**src/rtl/serial_sub_pkg.sv**
```systemverilog
// Shared types and helpers for the bit-serial subtractor.
package serial_sub_pkg;

  typedef enum logic [1:0] {
    IDLE = 2'd0,
    RUN  = 2'd1,
    DONE = 2'd2
  } state_t;

  function automatic int clog2(input int value);
    int r;
    r = 0;
    for (int i = 0; i < 31; i++) begin
      if ((1 << i) < value) r = i + 1;
    end
    return r;
  endfunction

endpackage

```
**src/rtl/serial_sub_sub1.sv**
```systemverilog
// 1-bit full-subtractor cell: d = a - b - bin, with borrow out.
module serial_sub_sub1 (
  input  logic a,
  input  logic b,
  input  logic bin,
  output logic d,
  output logic bout
);

  assign d    = a ^ b ^ bin;
  assign bout = (~a & b) | (~(a ^ b) & bin);

endmodule

```
**src/rtl/serial_sub.sv**
```systemverilog
// Bit-serial WIDTH-bit subtractor, LSB first, valid/ready on both sides.
// Optional signed-overflow output enabled by defining SERIAL_SUB_OVF_EN.
module serial_sub
  import serial_sub_pkg::*;
#(
  parameter int WIDTH = 8
) (
  input  logic             clk,
  input  logic             rst_n,
  input  logic             in_valid,
  output logic             in_ready,
  input  logic [WIDTH-1:0] a,
  input  logic [WIDTH-1:0] b,
  output logic             out_valid,
  input  logic             out_ready,
  output logic [WIDTH-1:0] diff,
  output logic             borrow
`ifdef SERIAL_SUB_OVF_EN
  ,
  output logic             ovf
`endif
);

  localparam int CW = (clog2(WIDTH) < 1) ? 1 : clog2(WIDTH);

  state_t          state, state_nxt;
  logic [CW-1:0]   cnt;
  logic [WIDTH-1:0] a_sr, b_sr;
  logic            bin;
  logic            cell_d, cell_bout;
  logic            last_bit;
  logic            accept;
  logic            release_res;

  assign in_ready    = (state == IDLE);
  assign out_valid   = (state == DONE);
  assign accept      = in_valid && in_ready;
  assign release_res = out_valid && out_ready;
  assign last_bit    = (cnt == CW'(WIDTH - 1));

  serial_sub_sub1 u_cell (
    .a    (a_sr[0]),
    .b    (b_sr[0]),
    .bin  (bin),
    .d    (cell_d),
    .bout (cell_bout)
  );

  always_ff @(posedge clk or negedge rst_n) begin
    if (!rst_n) state <= IDLE;
    else        state <= state_nxt;
  end

  always_comb begin
    state_nxt = state;
    case (state)
      IDLE:    if (accept) state_nxt = RUN;
      RUN:     if (last_bit) state_nxt = DONE;
      DONE:    if (release_res) state_nxt = IDLE;
      default: state_nxt = IDLE;
    endcase
  end

  // Operand shift registers, borrow chain and result register
  always_ff @(posedge clk or negedge rst_n) begin
    if (!rst_n) begin
      cnt    <= '0;
      a_sr   <= '0;
      b_sr   <= '0;
      bin    <= 1'b0;
      diff   <= '0;
      borrow <= 1'b0;
    end else if (accept) begin
      cnt  <= '0;
      a_sr <= a;
      b_sr <= b;
      bin  <= 1'b0;
    end else if (state == RUN) begin
      a_sr <= a_sr >> 1;
      b_sr <= b_sr >> 1;
      bin  <= cell_bout;
      diff <= {cell_d, diff[WIDTH-1:1]};
      cnt  <= last_bit ? '0 : cnt + CW'(1);
      if (last_bit) borrow <= cell_bout;
    end
  end

`ifdef SERIAL_SUB_OVF_EN
  // Operand signs are captured at accept because the shift registers lose them
  logic a_msb, b_msb;

  always_ff @(posedge clk or negedge rst_n) begin
    if (!rst_n) begin
      a_msb <= 1'b0;
      b_msb <= 1'b0;
      ovf   <= 1'b0;
    end else if (accept) begin
      a_msb <= a[WIDTH-1];
      b_msb <= b[WIDTH-1];
    end else if (state == RUN && last_bit) begin
      ovf <= (a_msb != b_msb) && (cell_d != a_msb);
    end
  end
`endif

endmodule

```
**config.mk**
```make
export PLATFORM = sky130hd
export DESIGN_NAME = serial_sub
export DESIGN_NICKNAME = d
export VERILOG_FILES = /design/src/rtl/serial_sub_pkg.sv /design/src/rtl/serial_sub_sub1.sv /design/src/rtl/serial_sub.sv
export SDC_FILE = /design/constraint.sdc
export NUM_CORES = 1
export LEC_CHECK = 0
export BUFFER_PORTS_ARGS = -buffer_cell sky130_fd_sc_hd__buf_2
export CAP_MARGIN = 40
export CORE_MARGIN = 3
export CORE_UTILIZATION = 30
export DETAILED_ROUTE_END_ITERATION = 10
export PLACE_DENSITY = 0.59
export SLEW_MARGIN = 20
export SYNTH_ARGS = -nofsm -noshare
export SYNTH_HDL_FRONTEND = slang
export SYNTH_SLANG_ARGS = --single-unit
```
**constraint.sdc**
```tcl
create_clock -name clk -period 1.3 [get_ports clk]
set_input_delay 0.065 -clock clk [delete_from_list [all_inputs] [get_ports clk]]
set_output_delay 0.065 -clock clk [all_outputs]
set_load 0.01 [all_outputs]
```
==> results of run 1 <==
==> metal layers <==
layer,up-vias,wire (um),part of all wire
met5,-,0,0
met4,0,59,0.018
met3,10,200,0.062
met2,52,1550,0.48
met1,532,1420,0.44
li1,550,-,-
==> power breakdown <==
| group | internal, mW | switching, mW |
|---|---|---|
| registers | 1.41 | 0.291 |
| clock network | 0.373 | 0.344 |
| logic | 0.866 | 0.941 |
==> kinds of logic after synthesis <==
family | count (synthesis) | synth area share
AOI/OAI and AO/OA | 42 | 0.213
and+or+nand+nor | 38 | 0.140
DFF | 31 | 0.542
buffers and inverters | 16 | 0.0734
adders and majority gates | 3 | 0.0315
==> cell type report <==
type                    instances  area [um^2]
repair buffers                 43          253
fillers                       447         2710
well taps                      52         65.1
inverters                       7         30.0
multi-input cells              83          558
clock inverters                 2         12.5
clock buffers                   6         72.6
flip-flops and latches         31          777
==> through the flow <==
step                setup WS [ns]  cells  area [um^2]
floorplan                   0.128    130         1430
global placement            0.119    209         1610
detailed placement         0.0952    209         1610
CTS                       0.00889    221         1740
global route               0.0100    224         1770
finish                     0.0445    224         1770
==> repair_timing <==
item                                    CTS  global route
hold endpoints to repair                 32             0
hold buffers                              2             0
gates resized for setup                   3             1
endpoints found under the setup margin    2             1
buffers inserted                          2             3
==> layout by cell type, fill, tap and decap left out, types with 2 or more instances in the layout <==
master,synthesis,layout
inv_1,6,5
o31ai_1,2,2
o221a_2,2,2
o22ai_1,18,18
nand2_1,26,26
dlygate4sd3_1,0,2
ha_1,2,2
nand2b_1,2,2
a21oi_1,6,6
nor2_4,1,2
buf_4,1,11
clkbuf_8,0,5
a2bb2oi_1,6,6
a22o_1,2,2
buf_2,3,30
dfrtp_1,31,30
nand3b_1,3,3
o21ai_0,2,2
clkinvlp_4,0,2
==> registers in the layout, indices dropped and copies added (netlist names) <==
name,cells
a_sr,8
b_sr,8
diff,8
cnt,3
state,2
bin,1
borrow,1
==> final timing paths <==
kind	from	to	slack (ns)	depth (start not counted)
min reg2reg	diff[0]	diff[0]	0.47	2
max	state[1]	a_sr[1]	0.04	3
max reg2reg	state[1]	a_sr[1]	0.04	3
min	a[7]	a_sr[7]	0.04	3
max in group asynchronous	rst_n	state[1]	0.66	3
min in group asynchronous	rst_n	b_sr[0]	0.33	3
==> critical path: cells and delay by family, from the launching register on <==
kind,cells,cell delay (ns)
flops,1,0.46
compound gates,1,0.30
simple gates,1,0.23
buf+inv,1,0.15
==> results.md, run 1 <==
* Cell Pwr Density at 2390 nW/um^2
* Arrival @ worst endpoint at around 1.4 ns
* Per-cell routed wire length at 14.4 um
* Worst hold slack at about 0.039 ns
* Io pins at 31
* Synth Cell Area at 1430 um^2
* Most used flip-flop cell after synthesis: dfrtp_1
* Synth cell count leaders: dfrtp_1, nand2_1, o22ai_1
* Worst hold path type: in -> reg
* Critical path, cell by cell: buf_4 -> nand2b_4 -> o221a_2
* Vias at 1144
* Post-synth EDFFs at 0
* # H-tree levels at 2
* Startpoint types: flop
* Final Cycle Share at 0.966
* Max-slew violations at 0
* Avg Vias per Cell at 5.11
* Top-count cell post-synth: dfrtp_1
* First-pass GRT wire length at 5460 um
* Fin util at 0.395
* Worst slew pin tran at 0.396 ns
* Tot Pwr at 4.22 mW
* Syn Area/Cell at 11.0 um^2
* DR iter-0 viols at 61
* Skew-Pair Late Insertion Delay at 0.28 ns
* Max stage delay on crit path at around 0.46 ns
* Global route hottest layer: met2
* Area Growth Syn to Fin at 23.5%
* Fraction of layout cells with a size suffix above 1 at 0.343
* Yosys warning count at 0
* Pleak at roughly 0.85 nW
* Starting Density at 0.320
* Clock Tree Root: clkbuf_8
* Critical path data required time at 1.47 ns
* Grt met2 use at 0.210
* #FFs+latches synth at 31
* Die ar. at between 5000 and 6000 um^2
* Initial antenna violation count at 0
* Unrepaired setup endpoints after global routing: no
* Skew final at 0.00556 ns
* Total Wirelength at 3220 um
* Remaining DRCs at 0
* Final setup TNS at 0 ns
* CTS tree: built
* Number of library cell types mapped by synthesis at 28
* Post-Synthesis Cells at 130
* Max_cap viols at 0
* Slowest-stage cell, CP: dfrtp_2
* Gr ovfl total at 0
* Antenna Violating Nets Remaining at 0
* Syn Nets at 153
* Nets@finish at 194
* Crit path kind: reg -> reg
* Port buffer count at 30
* CTS sink cnt at 31
* Slew HR at 0.736
* Yosys top cell area share at 0.542
* Diode count at 0
* GR Layer Usage met3 at 0.0387
* Async SR Flop Fraction at 1.00
* Chip width at ~75 um
* Grt met1 use at 0.159
* Rows at 24
* Detail Placement HPWL at 2260 um
* Chip height at 75.1 um
* Tmin final at 1.26 ns
* Vias in the first global route at 1185
* GRT Overall Usage at 0.129
* Largest area contributor in the netlist: dfrtp_1
* Num CTS Buffers at 5
* RD Place Congestion at 0.806
* Core Area at between 4000 and 5000 um^2
* Final Hold Viols at 0
* Status: finished, final reports clean
* Largest net degree at the start of global routing at 32
* FMAX at 796 MHz
* Post-synthesis sequential area ratio at 0.542
* # setup viols final at 0
* CTS clk-pin slew, worst paths at 0.07 ns
* CP max FO at 17
* Clk buf depth at 2
* Pre-Repair DR Iteration Count at 4
* Top post-synthesis cells by area: dfrtp_1, o22ai_1, nand2_1
* Peak supply drop at roughly 0.84 mV
* CP Capture Type: flop
No activity file was read; power rests on OpenSTA's default activity.
==> run 2: changes to the inputs <==
--- a/config.mk
+++ b/config.mk
@@ -10,7 +10,7 @@
 export CORE_MARGIN = 3
 export CORE_UTILIZATION = 30
 export DETAILED_ROUTE_END_ITERATION = 10
-export PLACE_DENSITY = 0.59
+export PLACE_DENSITY = 0.49
 export SLEW_MARGIN = 20
 export SYNTH_ARGS = -nofsm -noshare
 export SYNTH_HDL_FRONTEND = slang
==> run 2 against run 1 <==
Against the previous run: clock power increased by 16%; first-iteration DRC count decreased by 38%; die area unchanged; fmax increased by 2.9%; critical endpoint is now cnt[0].
==> results.md, run 2 (same netlist as run 1, synthesis figures left out) <==
* Hold endpoint: a_sr[7]
* RD Place Congestion at 0.714 (-11%)
* Status: finished, final reports clean
* Final Hold Viols at 0 (unchanged)
* Area Growth Syn to Fin at 23.5% (unchanged)
* Remaining DRCs at 0 (unchanged)
* Slew HR at 0.730 (-0.00597)
* # H-tree levels at 2 (unchanged)
* Worst slew pin tran at 0.405 ns (+0.00896 ns)
* Most frequent cells in the layout: dfrtp_1, buf_2, nand2_1, o22ai_1, buf_4
* CP max FO at 5 (-12)
* Io pins at 31 (unchanged)
* Skew-Pair Late Insertion Delay at 0.28 ns (about the same)
* Per-cell routed wire length at 14.6 um (+1.2%)
* FMAX at 819 MHz (+2.9%)
* Fraction of layout cells with a size suffix above 1 at 0.335 (-0.00773)
* Arrival @ worst endpoint at 1.41 ns (about the same)
* Hold path depth at 3 (unchanged)
* Rows at 24 (unchanged)
* Vias at 1116 (-2.4%)
* Final Cycle Share at 0.939 (-0.0269)
* Detail Placement HPWL at 2220 um (-1.8%)
* Peak supply drop at 0.737 mV (-13%)
* Final setup TNS at 0 ns (unchanged)
* Diode count at 0 (unchanged)
* Unrepaired setup endpoints after global routing: no
* Avg Vias per Cell at 5.03 (-1.6%)
* Clk buf depth at 2 (unchanged)
* Antenna Violating Nets Remaining at 0 (unchanged)
* FF-to-FF path depth at 4 (+1)
* Num CTS Buffers at 5 (unchanged)
* Critical path data required time at 1.49 ns (+0.02 ns)
* CTS clk-pin slew, worst paths at 0.07 ns (about the same)
* Die ar. at 5640 um^2 (unchanged)
* Worst reg2reg endpoint: cnt[0]
* Tmin final at 1.22 ns (-0.0349 ns)
* R2R Path Start: state[0]
* Worst hold path type: in -> reg
* Max_cap viols at 0 (unchanged)
* First-pass GRT wire length at 5340 um (-2.1%)
* Startpoint types: flop
* Total Wirelength at 3230 um (+0.31%)
* CTS sink cnt at 31 (unchanged)
* Chip width at 75.1 um (unchanged)
* Pre-Repair DR Iteration Count at 4 (unchanged)
* Starting Density at 0.320 (unchanged)
* GRT Overall Usage at 0.127 (-0.00138)
* Hold path startpoint: a[7]
* # setup viols final at 0 (unchanged)
* CP Capture Type: flop
* Max-slew violations at 0 (unchanged)
* Largest net degree at the start of global routing at 32 (unchanged)
* Gr ovfl total at 0 (unchanged)
* Port buffer count at 30 (unchanged)
* Chip height at 75.1 um (unchanged)
* Top flop regs: a_sr x8, b_sr x8, diff x8
* Reg2reg setup slack at 0.08 ns (+0.03 ns)
* DR iter-0 viols at 38 (-38%)
* Initial antenna violation count at 0 (unchanged)
* Cell Pwr Density at 2440 nW/um^2 (+2.3%)
* Fin util at 0.395 (unchanged)
* Nets@finish at 192 (-1.0%)
* Clock Tree Root: clkbuf_8
* Pleak at 0.846 nW (about the same)
* CTS tree: built
* Vias in the first global route at 1150 (-3.0%)
* Core Area at 4470 um^2 (unchanged)
* Skew final at 0.00500 ns (-0.000564 ns)
* Crit path kind: reg -> reg
[run 2: cell types whose count changed in the layout (fill, tap and decap cells not counted)]
| cell | previous run | this run |
|---|---|---|
| clkinv_2 | 1 | 0 |
| clkbuf_8 | 5 | 7 |
| clkinvlp_4 | 2 | 1 |
| buf_4 | 11 | 9 |
[run 2: routing by layer]
metal / track usage / wire length [um] / part of all wire
met1: 0.161 / 1470 / 0.45
met4: 0.0593 / 36 / 0.011
met2: 0.199 / 1550 / 0.48
met5: 0 / 0 / 0
met3: 0.0387 / 175 / 0.054
[run 2: worst max-delay path, stage by stage, from the launching register on]
cell and delay, ns:
dfrtp_1 0.43, buf_4 0.18, o21bai_1 0.31, nand2_1 0.15
o31ai_4 0.07
[run 2: per-stage QoR]
stage	setup slack, ns	instance area, um^2	power (mW)	instances	hold WS, ns
floorplan	0.128	1430	3.02	130	-0.231
global placement	0.122	1620	3.41	210	0.101
detailed placement	0.0762	1620	3.48	210	0.109
CTS	0.00931	1760	4.37	222	0.0193
global route	0.0184	1770	4.67	222	0.0253
finish	0.0794	1770	4.32	222	0.0240
[run 2: worst max path at each step]
| stage | end | from | slack [ns] |
|---|---|---|---|
| finish | cnt[0] | state[0] | 0.08 |
| global route | cnt[0] | state[0] | 0.02 |
| CTS | out_valid | state[1] | 0.009 |
| detailed placement | a_sr[6] | state[1] | 0.08 |
| global placement | state[1] | cnt[0] | 0.12 |
| floorplan | cnt[2] | cnt[0] | 0.13 |
[run 2: layout make-up]
class	instances	area, um^2
inverter	7	30.0
fill	459	2710
tap	52	65.1
multi-input combinational	83	558
clock buffer	8	100
sequential	31	777
timing repair buffer	41	238
[run 2: timing repair]
action                     CTS  global route
setup endpoints to repair    2             4
cloned                       0             0
setup buffers                2             0
hold buffers                 2             0
gates resized for setup      2             2
hold endpoints to repair    32             0
[run 2: power by group]
group          internal [mW]  total [mW]  switching, mW
clock network          0.483       0.831          0.348
logic                  0.856        1.79          0.935
registers               1.41        1.70          0.291
total                   2.75        4.32           1.57
==> run 3: changes to the inputs <==
--- a/config.mk
+++ b/config.mk
@@ -5,12 +5,11 @@
 export SDC_FILE = /design/constraint.sdc
 export NUM_CORES = 1
 export LEC_CHECK = 0
-export BUFFER_PORTS_ARGS = -buffer_cell sky130_fd_sc_hd__buf_2
+export BUFFER_PORTS_ARGS = -buffer_cell sky130_fd_sc_hd__buf_4
 export CAP_MARGIN = 40
 export CORE_MARGIN = 3
 export CORE_UTILIZATION = 30
 export DETAILED_ROUTE_END_ITERATION = 10
-export PLACE_DENSITY = 0.49
 export SLEW_MARGIN = 20
 export SYNTH_ARGS = -nofsm -noshare
 export SYNTH_HDL_FRONTEND = slang
==> run 3 against run 2 <==
Against the previous run: hold slack better by 0.036 ns; fmax rose by 0.49%; design area up 3.0%; die area unchanged; cell count shrank 1.4%; power rose by 0.77%; count of clock-buffer cells in the layout is the same; flip-flop and latch count is the same; critical path depth down 1; register-to-register slack gained 0.03 ns; core utilization up 1.2 points; setup slack better by 0.0060 ns; critical path type is now reg -> out; largest cell class unchanged.
==> results.md, run 3 (same netlist as run 1, synthesis figures left out) <==
* Status: finished, final reports clean
* Core Area at 4470 um^2 (unchanged)
* Chip width at 75.1 um (unchanged)
* Most frequent cells in the layout: buf_4, dfrtp_1, nand2_1, o22ai_1, clkbuf_8
* DR iter-0 viols at 65 (+71%)
* Gr ovfl total at 0 (unchanged)
* Io pins at 31 (unchanged)
* CTS tree: built
* # H-tree levels at 2 (unchanged)
* Num CTS Buffers at 5 (unchanged)
* Total Wirelength at 3160 um (-2.3%)
* Final setup TNS at 0 ns (unchanged)
* Per-cell routed wire length at 14.4 um (-0.98%)
* RD Place Congestion at 0.839 (+17%)
* Clock Tree Root: clkbuf_8
* Max-slew violations at 0 (unchanged)
* Rows at 24 (unchanged)
* Die ar. at 5640 um^2 (unchanged)
* Avg Vias per Cell at 5.11 (+1.6%)
* Area Growth Syn to Fin at 27.2%
* Largest net degree at the start of global routing at 32 (unchanged)
* Critical path data required time at 1.24 ns (-0.25 ns)
* CTS clk-pin slew, worst paths at 0.06 ns (about the same)
* Critical path, cell by cell: buf_4 -> nor2_4 -> buf_4
* Unrepaired setup endpoints after global routing: no
* FMAX at 823 MHz (+0.49%)
* Worst path most repeated cell: buf_4
* Skew final at 0.00373 ns (-0.00127 ns)
* Filler cells at 437 (-4.8%)
* Initial antenna violation count at 0 (unchanged)
* CP max FO at 8 (+3)
* Fraction of layout cells with a size suffix above 1 at 0.323 (-0.0119)
* Peak supply drop at 0.865 mV (+17%)
* Family with the most delay on the worst path: flip-flops
* Pre-Repair DR Iteration Count at 4 (unchanged)
* Startpoint types: flop
* Skew-Pair Late Insertion Delay at 0.28 ns (about the same)
* Most common cell after layout, fill and taps aside: buf_4
* Final Cycle Share at 0.934 (-0.00459)
* CTS sink cnt at 31 (unchanged)
* Vias at 1118 (+0.18%)
* Top flop regs: a_sr x8, b_sr x8, diff x8
* Buf/Inv on CP at 2 (+1)
* # setup viols final at 0 (unchanged)
* Cell Pwr Density at 2390 nW/um^2 (-2.1%)
* Port buffer count at 30 (unchanged)
* CP Capture Type: output port
* Chip height at 75.1 um (unchanged)
* Vias in the first global route at 1175 (+2.2%)
* First-pass GRT wire length at 5290 um (-0.90%)
* Global route hottest layer: met2
* Tmin final at 1.21 ns (-0.00597 ns)
* Starting Density at 0.320 (unchanged)
* Arrival @ worst endpoint at 1.15 ns (-0.26 ns)
* GR Layer Usage met3 at 0.0387 (unchanged)
* Worst slew pin tran at 0.397 ns (-0.00806 ns)
* Detail Placement HPWL at 2200 um (-0.80%)
* Final Hold Viols at 0 (unchanged)
* Max stage delay on crit path at 0.46 ns (+0.03 ns)
* Worst hold path type: in -> reg
* Pleak at 0.854 nW (+0.86%)
* Nets@finish at 189 (-1.6%)
* Grt met2 use at 0.200 (+0.000967)
* Grt met1 use at 0.163 (+0.00210)
* Diode count at 0 (unchanged)
* GRT Overall Usage at 0.126 (-0.00150)
* Antenna Violating Nets Remaining at 0 (unchanged)
* Clk buf depth at 2 (unchanged)
* Slew HR at 0.735 (+0.00537)
* Remaining DRCs at 0 (unchanged)
* Slowest-stage cell, CP: dfrtp_2
* Max_cap viols at 0 (unchanged)
* Crit path kind: reg -> out
* Tot Pwr at 4.35 mW (+0.77%)
run 3: cell types whose count changed in the layout (fill, tap and decap cells not counted):
| cell | delta |
|---|---|
| buf_4 | +27 |
| buf_2 | -30 |
run 3: worst paths after layout:
kind / start / to / slack [ns] / depth (start not counted)
worst max-delay path: state[1] / in_ready / 0.09 / 3
worst min-delay path: a[7] / a_sr[7] / 0.06 / 3
worst max register to register: state[0] / a_sr[1] / 0.11 / 4
worst min register to register: diff[0] / diff[0] / 0.49 / 2
max in group asynchronous: rst_n / state[1] / 0.73 / 2
min in group asynchronous: rst_n / diff[6] / 0.26 / 2
run 3: layer usage:
| metal | up-vias | part of all wire |
|---|---|---|
| met5 | - | 0 |
| met1 | 540 | 0.46 |
| met4 | 0 | 0.0085 |
| met3 | 3 | 0.066 |
| met2 | 41 | 0.46 |
| li1 | 534 | - |
run 3: power breakdown:
part / internal, mW / total (mW) / switching, mW
Combinational: 0.912 / 1.82 / 0.909
Sequential: 1.41 / 1.70 / 0.294
Clock: 0.483 / 0.831 / 0.348
Total: 2.80 / 4.35 / 1.55
run 3: area by class of cell:
class | instances | area, um^2 | share of cell area
multi-input cells | 83 | 558 | 0.307
well taps | 52 | 65.1 | 0.0357
repair buffers | 38 | 290 | 0.159
flip-flops and latches | 31 | 777 | 0.427
inverters | 7 | 30.0 | 0.0165
clock buffers | 8 | 100 | 0.0550
run 3: tightest hold or removal path, cell delays in order:
cell     delay, ns
buf_4         0.10
inv_1         0.05
o31ai_1       0.07
run 3: repair_timing:
item | 4_1_cts | 5_1_grt
setup buffers | 1 | 0
hold buffers | 2 | 0
hold endpoints to repair | 32 | 0
resized for setup | 3 | 1
endpoints found under the setup margin | 2 | 1
run 3: per-stage QoR:
stage / std cells / hold slack (ns) / utilization / area, um^2 / worst slack (ns)
floorplan: 130 / -0.231 / - / 1430 / 0.128
global placement: 208 / 0.0199 / 0.376 / 1680 / 0.148
detailed placement: 208 / 0.0265 / 0.376 / 1680 / 0.111
CTS: 219 / 0.0482 / 0.406 / 1820 / 0.0413
global route: 219 / 0.0653 / 0.407 / 1820 / 0.0235
finish: 219 / 0.0599 / 0.407 / 1820 / 0.0854
